File: config.mk
export PLATFORM = sky130hd
export DESIGN_NAME = div_req_ctrl
export DESIGN_NICKNAME = d
export VERILOG_FILES = /design/src/rtl/div_req_ctrl.sv
export SDC_FILE = /design/constraint.sdc
export NUM_CORES = 1
export LEC_CHECK = 0
export CAP_MARGIN = 20
export CORE_ASPECT_RATIO = 0.75
export CORE_MARGIN = 4
export CORE_UTILIZATION = 54
export DETAILED_ROUTE_END_ITERATION = 10
export HOLD_SLACK_MARGIN = 0.15
export PLACE_DENSITY = 0.85
export SYNTH_ARGS = -nofsm -noshare
export SYNTH_HDL_FRONTEND = slang
export SYNTH_SLANG_ARGS = --single-unit
File: constraint.sdc
create_clock -name clk -period 9.3 [get_ports clk]
set_input_delay 0.93 -clock clk [delete_from_list [all_inputs] [get_ports clk]]
set_output_delay 0.93 -clock clk [all_outputs]
set_load 0.01 [all_outputs]
File: src/rtl/div_req_ctrl.sv
// div_req_ctrl: valid/ready front end and result FIFO for a fixed-latency 64/32 divider.
// Define DIV_STATS_EN to add the stat_ops/stat_dz pop counters.
module div_req_ctrl #(
  parameter int DIV_LAT    = 2,
  parameter int FIFO_DEPTH = 4,
  parameter int TAG_W      = 4
) (
  input  logic             clk,
  input  logic             rstn,
  input  logic             in_valid,
  output logic             in_ready,
  input  logic [63:0]      in_x,
  input  logic [31:0]      in_d,
  input  logic [TAG_W-1:0] in_tag,
  output logic [63:0]      div_x,
  output logic [31:0]      div_d,
  output logic             div_en,
  input  logic [31:0]      div_q,
  input  logic [31:0]      div_r,
  output logic             out_valid,
  input  logic             out_ready,
  output logic [31:0]      out_q,
  output logic [31:0]      out_r,
  output logic [TAG_W-1:0] out_tag,
  output logic             out_dz,
  output logic             out_ovf
`ifdef DIV_STATS_EN
  ,
  output logic [31:0]      stat_ops,
  output logic [15:0]      stat_dz
`endif
);
  localparam int PW = $clog2(FIFO_DEPTH);
  localparam int CW = PW + 1;
  typedef struct packed {
    logic [TAG_W-1:0] tag;
    logic             dz;
    logic             ovf;
    logic [31:0]      xlo;
  } meta_t;
  typedef struct packed {
    logic [31:0]      q;
    logic [31:0]      r;
    logic [TAG_W-1:0] tag;
    logic             dz;
    logic             ovf;
  } ent_t;
  logic [DIV_LAT-1:0] vld_q, vld_d;
  meta_t              meta_q [DIV_LAT];
  meta_t              meta_d [DIV_LAT];
  ent_t               mem_q [FIFO_DEPTH];
  ent_t               ent_d, head;
  meta_t              tail;
  logic [PW-1:0]      wr_ptr_q, wr_ptr_d, rd_ptr_q, rd_ptr_d;
  logic [CW-1:0]      cnt_q, cnt_d, inflight;
  logic               fire, push, pop;
  assign div_x  = in_x;
  assign div_d  = in_d;
  assign div_en = ~rstn;
  always_comb begin
    inflight = '0;
    for (int i = 0; i < DIV_LAT; i++) inflight = inflight + CW'(vld_q[i]);
  end
  // Credit counts every op not yet popped, so the uncontrollable divider never overruns the FIFO.
  assign in_ready  = ~rstn & ((cnt_q + inflight) < CW'(FIFO_DEPTH));
  assign fire      = in_valid & in_ready;
  assign out_valid = cnt_q != '0;
  assign pop       = out_valid & out_ready;
  assign tail      = meta_q[DIV_LAT-1];
  assign push      = vld_q[DIV_LAT-1];
  assign head      = mem_q[rd_ptr_q];
  always_comb begin
    vld_d[0]  = fire;
    meta_d[0] = '{tag: in_tag, dz: in_d == '0, ovf: (in_d != '0) && (in_x[63:32] >= in_d), xlo: in_x[31:0]};
    for (int i = 1; i < DIV_LAT; i++) begin
      vld_d[i]  = vld_q[i-1];
      meta_d[i] = meta_q[i-1];
    end
  end
  always_comb begin
    ent_d    = '{q: tail.dz ? 32'hFFFF_FFFF : div_q, r: tail.dz ? tail.xlo : div_r,
                 tag: tail.tag, dz: tail.dz, ovf: tail.ovf};
    wr_ptr_d = wr_ptr_q + PW'(push);
    rd_ptr_d = rd_ptr_q + PW'(pop);
    cnt_d    = cnt_q + CW'(push) - CW'(pop);
  end
  assign out_q   = out_valid ? head.q   : '0;
  assign out_r   = out_valid ? head.r   : '0;
  assign out_tag = out_valid ? head.tag : '0;
  assign out_dz  = out_valid & head.dz;
  assign out_ovf = out_valid & head.ovf;
  always_ff @(posedge clk) begin
    if (rstn) begin
      vld_q    <= '0;
      wr_ptr_q <= '0;
      rd_ptr_q <= '0;
      cnt_q    <= '0;
    end else begin
      vld_q    <= vld_d;
      wr_ptr_q <= wr_ptr_d;
      rd_ptr_q <= rd_ptr_d;
      cnt_q    <= cnt_d;
    end
  end
  always_ff @(posedge clk) begin
    meta_q <= meta_d;
    if (push) mem_q[wr_ptr_q] <= ent_d;
  end
`ifdef DIV_STATS_EN
  logic [31:0] ops_q, ops_d;
  logic [15:0] sdz_q, sdz_d;
  always_comb begin
    ops_d = ops_q + 32'(pop);
    sdz_d = sdz_q + 16'(pop & head.dz);
  end
  always_ff @(posedge clk) begin
    if (rstn) begin
      ops_q <= '0;
      sdz_q <= '0;
    end else begin
      ops_q <= ops_d;
      sdz_q <= sdz_d;
    end
  end
  assign stat_ops = ops_q;
  assign stat_dz  = sdz_q;
`endif
endmodule

* Word-level counts from Yosys, hierarchy flattened *
Memories as Yosys holds them, arrays and structs flattened. A register that Yosys moved wholly into a read port is not among the register bits.
Index checks and enable logic that the tools add are counted.

storage, ports and cells
  flip-flop bits (word level) = 85
  RAM bits = 280
  input bits = 168
  output and inout port bits = 169
  logic and storage cells = 39
  memories kept = 1

cells by class
  add/subtract/negate cells = 6
  magnitude comparators = 2
  muxes and demuxes = 8
  bitwise operators = 6
  reduce and logical (&&, ||, !) cells = 4

memories
  name   words  width  rd ports  clocked after Yosys merged registers in  wr ports  RTL line  RTL
  mem_q  4      70     1         1                                        1         51        ent_t mem_q [FIFO_DEPTH];

operators with widths
  operator                                            count
  two-way mux 32 bit                                  4
  >= comparator 32 bit                                1
  zero test 32 bit                                    1
  nonzero test 32 bit                                 1
  bitwise AND 1 bit                                   5
  adder 2 x 1 -> 2 bit                                2
  two-way mux 4 bit                                   1
  adder 3 x 1 -> 3 bit                                1
  adder 3 x 2 -> 3 bit                                1
  less-than comparator 3 bit (second input constant)  1
  nonzero test 3 bit                                  1
  subtractor 3 x 1 -> 3 bit                           1
  adder 1 x 1 -> 2 bit                                1
  two-way mux 1 bit                                   2
  two-way mux 2 bit                                   1
  logical AND 1 bit                                   1
  inverter 1 bit                                      1

* Depth between registers and ports, before layout *
  depth in word-level cells = 5
  depth in mapped cells = 11
  depth with buffers taken out = 10

* Least setup slack after synthesis *
Ideal clock, no wire load.

  path type = reg2reg
  from = register vld_q[1]
  to = memory mem_q[0][0] (netlist bit) (enable)
  library setup time = 0.599 ns
  data arrival time = 5.542 ns
  data required time = 8.701 ns
  slack = 3.160 ns
  stages on the path, launching flop included = 2
  buffers on the path = 0
  clock period less this slack = 6.140 ns
  cells stage by stage = dfxtp_1 -> nor3b_1

between the ends
  longest elaborated chain between the ends = 2

RTL lines
  element                                  RTL line  RTL
  from (decl)                              48        logic [DIV_LAT-1:0] vld_q, vld_d;
  from (signal assigned)                   99        vld_q <= vld_d;
  two-way mux 1 bit                        107       if (push) mem_q[wr_ptr_q] <= ent_d;
  two-way mux 1 bit (implied by the code)  107
  to (decl)                                51

Every way passes these cells.

==> flow_summary.html <==
<table>
<tr><th>Metric</th><th>Value</th></tr>
<tr><th colspan="2">Worst hold path</th></tr>
<tr><td>Class of the tightest hold or removal check</td><td>reg2reg</td></tr>
<tr><td>Launch point of the worst hold path</td><td>meta_d[32]</td></tr>
<tr><td>End point of the most critical hold path</td><td>ent_d[0]</td></tr>
<tr><td>WHS Path Cells</td><td>0</td></tr>
<tr><th colspan="2">Synth</th></tr>
<tr><td>Number of synthesized flops with an enable pin</td><td>280</td></tr>
<tr><td>Library cell with the largest summed area after synthesis</td><td>sky130_fd_sc_hd__edfxtp_1</td></tr>
<tr><td>Total of warnings raised by yosys</td><td>0</td></tr>
<tr><td>Mean instance size in the synthesized netlist</td><td>17.3 um2</td></tr>
<tr><td>Post-Syn Instances</td><td>856</td></tr>
<tr><td>Number of synthesized register bits</td><td>365</td></tr>
<tr><td>Portion of synthesized cell area occupied by the leading cell type</td><td>56.9%</td></tr>
<tr><td>Syn Nets</td><td>1,062</td></tr>
<tr><td>Count leader, synth</td><td>sky130_fd_sc_hd__edfxtp_1</td></tr>
<tr><td>Proportion of synthesized flip-flops having asynchronous set or reset</td><td>0%</td></tr>
<tr><td>Total standard cell area after synthesis</td><td>0.0148 mm2</td></tr>
<tr><td>Seq/Total Area, Yosys</td><td>68.4%</td></tr>
<tr><td>Number of distinct standard cells referenced by the synthesized netlist</td><td>40</td></tr>
<tr><td>Top cells by area in the synthesized netlist</td><td>sky130_fd_sc_hd__edfxtp_1 57%, sky130_fd_sc_hd__dfxtp_1 12%, sky130_fd_sc_hd__mux4_2 11%</td></tr>
<tr><td>Top cells by count, synth</td><td>280 x sky130_fd_sc_hd__edfxtp_1, 96 x sky130_fd_sc_hd__buf_4, 85 x sky130_fd_sc_hd__dfxtp_1</td></tr>
<tr><td>Most used flip-flop cell after synthesis</td><td>sky130_fd_sc_hd__edfxtp_1</td></tr>
<tr><th colspan="2">GRT</th></tr>
<tr><td>Pin count of the biggest net entering global routing</td><td>72</td></tr>
<tr><td>Number of antenna violations at the first check in global routing</td><td>2</td></tr>
<tr><td>Remaining global-route overflow</td><td>0</td></tr>
<tr><td>First-pass GRT wire length</td><td>50,700 um</td></tr>
<tr><td>Via count of the first global-routing pass</td><td>8,736</td></tr>
<tr><td>Overall global routing resource usage</td><td>22.4%</td></tr>
<tr><th colspan="2">Placement</th></tr>
<tr><td>Routability congestion estimate from global placement</td><td>0.881</td></tr>
<tr><td>Number of placed instances with taps included</td><td>1,422</td></tr>
<tr><td>Port Buffers</td><td>336</td></tr>
<tr><td>Total half-perimeter wirelength after legalization and detailed placement</td><td>22,600 um</td></tr>
<tr><th colspan="2">Critical path</th></tr>
<tr><td>Maximum net fanout on the critical path</td><td>43</td></tr>
<tr><td>Worst r2r dst</td><td>cnt_q[2]</td></tr>
<tr><td>Endpoint type of the worst setup path</td><td>output port</td></tr>
<tr><td>Timing startpoint of the critical path</td><td>rd_ptr_q[0]</td></tr>
<tr><td>Data arrival time of the critical path</td><td>3.35 ns</td></tr>
<tr><td>R2r worst-path depth</td><td>11</td></tr>
<tr><td>Critical path start-end classification</td><td>reg2out</td></tr>
<tr><td>Reg-to-reg slack, setup</td><td>6.25 ns</td></tr>
<tr><td>Required time reported for the critical path endpoint</td><td>8.37 ns</td></tr>
<tr><td>Crit path launch type</td><td>flop</td></tr>
<tr><td>Beginning of the worst register-to-register path</td><td>cnt_q[2]</td></tr>
<tr><th colspan="2">Detailed routing</th></tr>
<tr><td>Vias</td><td>7,901</td></tr>
<tr><td>Antenna Violating Nets Remaining</td><td>0</td></tr>
<tr><td>Via density</td><td>5.31</td></tr>
<tr><td>Overall routed net length</td><td>33,900 um</td></tr>
<tr><td>Router iterations before antenna repair</td><td>4</td></tr>
<tr><td>Routed wirelength normalized by instance count</td><td>22.8 um</td></tr>
<tr><td>DRC marker count from the first detailed-route iteration</td><td>454</td></tr>
<tr><td>Final routed DRC violation total</td><td>0</td></tr>
<tr><th colspan="2">Timing</th></tr>
<tr><td>Fmax</td><td>234 MHz</td></tr>
<tr><td>Actual transition at the worst max-transition pin</td><td>1.09 ns</td></tr>
<tr><td>Fin crit period</td><td>4.28 ns</td></tr>
<tr><td>Unrepaired setup endpoints after global routing</td><td>no</td></tr>
<tr><td>Largest clock skew in the final design</td><td>0.0179 ns</td></tr>
<tr><td>Setup Total Neg Slack</td><td>0 ns</td></tr>
<tr><td>Max_slew headroom</td><td>27.6%</td></tr>
<tr><td>Final Max Slew Viols</td><td>0</td></tr>
<tr><td>Final worst path period share</td><td>46.0%</td></tr>
<tr><td>Final setup vio count</td><td>0</td></tr>
<tr><td>Number of hold violations in the final report</td><td>0</td></tr>
<tr><th colspan="2">Floorplanning</th></tr>
<tr><td>Area of the core region</td><td>0.0269 mm2</td></tr>
<tr><td>Effective utilization at floorplan</td><td>54.9%</td></tr>
<tr><td>Row count</td><td>52</td></tr>
<tr><td>Boundary Pins</td><td>337</td></tr>
<tr><td>Die X</td><td>199 um</td></tr>
<tr><td>Vertical die dimension</td><td>151 um</td></tr>
<tr><td>Die Footprint</td><td>0.0301 mm2</td></tr>
<tr><th colspan="2">Clock network</th></tr>
<tr><td>Maximum level of the CTS H-tree</td><td>2</td></tr>
<tr><td>Clock transition at the registers of the reported paths</td><td>0.06 ns</td></tr>
<tr><td>Clock Path Buffers</td><td>3</td></tr>
<tr><td>Clock latency reported for the late side of the worst-skew pair</td><td>0.50 ns</td></tr>
<tr><td>Root cell of the clock tree</td><td>sky130_fd_sc_hd__clkbuf_16</td></tr>
<tr><td>Post-CTS setup-driven buffer insertion count</td><td>0</td></tr>
<tr><td>Number of resized instances in the post-cts repair step</td><td>0</td></tr>
<tr><td>Clock tree from TritonCTS</td><td>built</td></tr>
<tr><td>Clock sinks</td><td>365</td></tr>
<tr><td>Number of hold-repair buffers added at the cts stage</td><td>0</td></tr>
<tr><td>Num CTS Buffers</td><td>35</td></tr>
<tr><th colspan="2">Cells and area</th></tr>
<tr><td>Share of layout cells above drive strength 1</td><td>17.3%</td></tr>
<tr><td>Layout Utilization</td><td>69.7%</td></tr>
<tr><td>Multi-input combinational cell area</td><td>0.00357 mm2</td></tr>
<tr><td>Final Net Count</td><td>1,315</td></tr>
<tr><td>Layout Area Growth over Synthesis</td><td>27.1%</td></tr>
<tr><td>Non-filler cells, final</td><td>1,487</td></tr>
<tr><td>Number of filler cells placed in the layout</td><td>1,725</td></tr>
<tr><td>Area occupied by registers</td><td>0.0101 mm2</td></tr>
<tr><th colspan="2">Pwr</th></tr>
<tr><td>Total power divided by cell area</td><td>237 mW/mm2</td></tr>
<tr><td>Peak supply drop</td><td>0.145 mV</td></tr>
<tr><td>Standby leakage power</td><td>6.55 nW</td></tr>
<tr><th colspan="2">Job</th></tr>
<tr><td>Max_cap viols</td><td>0</td></tr>
<tr><th colspan="2">Run status</th></tr>
<tr><td>Result of the run</td><td>finished clean</td></tr>
</table>
[layout by cell type, fill, tap and decap left out, types with 3 or more instances in the layout]
master	synthesis	layout
sky130_fd_sc_hd__o21ai_0	4	4
sky130_fd_sc_hd__or2_2	32	32
sky130_fd_sc_hd__a21oi_1	12	12
sky130_fd_sc_hd__xnor2_1	4	4
sky130_fd_sc_hd__nor2b_1	5	5
sky130_fd_sc_hd__nand4_1	4	4
sky130_fd_sc_hd__mux2_2	32	32
sky130_fd_sc_hd__nand3_1	3	3
sky130_fd_sc_hd__edfxtp_1	280	280
sky130_fd_sc_hd__and2_1	72	72
sky130_fd_sc_hd__ha_1	37	37
sky130_fd_sc_hd__nor4_1	8	8
sky130_fd_sc_hd__mux4_2	70	70
sky130_fd_sc_hd__and4_1	3	3
sky130_fd_sc_hd__clkdlybuf4s50_1	0	336
sky130_fd_sc_hd__dfxtp_1	85	82
sky130_fd_sc_hd__inv_1	37	37
sky130_fd_sc_hd__nor2_1	9	8
sky130_fd_sc_hd__clkbuf_1	13	15
sky130_fd_sc_hd__nand2_1	12	12
sky130_fd_sc_hd__buf_4	96	7
sky130_fd_sc_hd__clkbuf_16	0	36
[metrics by stage]
step / hold slack (ns) / power (W) / worst slack [ns] / area [um2]
floorplan: 0.310 / 0.00261 / 3.16 / 14800
global placement: 0.310 / 0.00315 / 5.49 / 17700
detailed placement: 0.312 / 0.00317 / 5.47 / 17700
CTS: 0.323 / 0.00451 / 4.92 / 18800
global route: 0.320 / 0.00466 / 4.71 / 18800
finish: 0.321 / 0.00445 / 5.02 / 18800
[worst max-delay path by stage]
| stage | to | cells after the start |
|---|---|---|
| floorplan | mem_q[0][0] | 1 |
| global placement | out_q[1] | 4 |
| detailed placement | out_q[2] | 4 |
| CTS | out_q[2] | 4 |
| global route | out_r[14] | 4 |
| finish | out_q[31] | 4 |
[worst max-delay path: stages, from the launching register on]
cell and delay, ns:
sky130_fd_sc_hd__dfxtp_4 0.73, sky130_fd_sc_hd__buf_4 0.76, sky130_fd_sc_hd__mux4_2 0.60, sky130_fd_sc_hd__and2_1 0.20, sky130_fd_sc_hd__clkdlybuf4s50_1 0.48
[layer usage]
layer | up-vias | global-route usage, % | part of all wire, %
li1 | 3600 | - | -
met1 | 3941 | 27.2 | 38
met2 | 308 | 40.7 | 53
met3 | 52 | 4.76 | 6.8
met4 | 0 | 6.66 | 2.6
met5 | - | 0 | 0
[final cells by class]
cell class / count / area share (%)
multi-input combinational: 326 / 19.0
inverter: 37 / 0.739
sequential: 365 / 53.9
clock buffer: 53 / 5.24
tap: 351 / 2.34
antenna: 2 / 0.0266
timing repair buffer: 344 / 18.3
clock inverter: 9 / 0.440
[kinds of logic (layout without fill, tap and decap cells)]
logic type	count (synthesis)	after routing	synth area share, %
adders and majority gates	38	38	3.27
xor gates and xnor gates	5	5	0.296
AOI/OAI and AO/OA	27	27	1.16
muxes	102	102	13.1
other	0	2	0
buffers and inverters	165	443	7.54
and+or+nand+nor	154	154	6.21
DFF	365	365	68.4
[where the power goes]
part | switching (W) | internal [W] | total (W)
logic | 0.000518 | 0.000731 | 0.00125
clock network | 0.000560 | 0.000764 | 0.00132
registers | 0.0000725 | 0.00181 | 0.00188
total | 0.00115 | 0.00330 | 0.00445
[registers in the layout (all words and copies together), names as in the netlist]
name,cells
meta_q,32
meta_d,38
wr_ptr_q,2
mem_q,280
vld_q,2
cnt_q,3
rd_ptr_q,2
ent_d,6
Power figures use the tool's default switching activity.
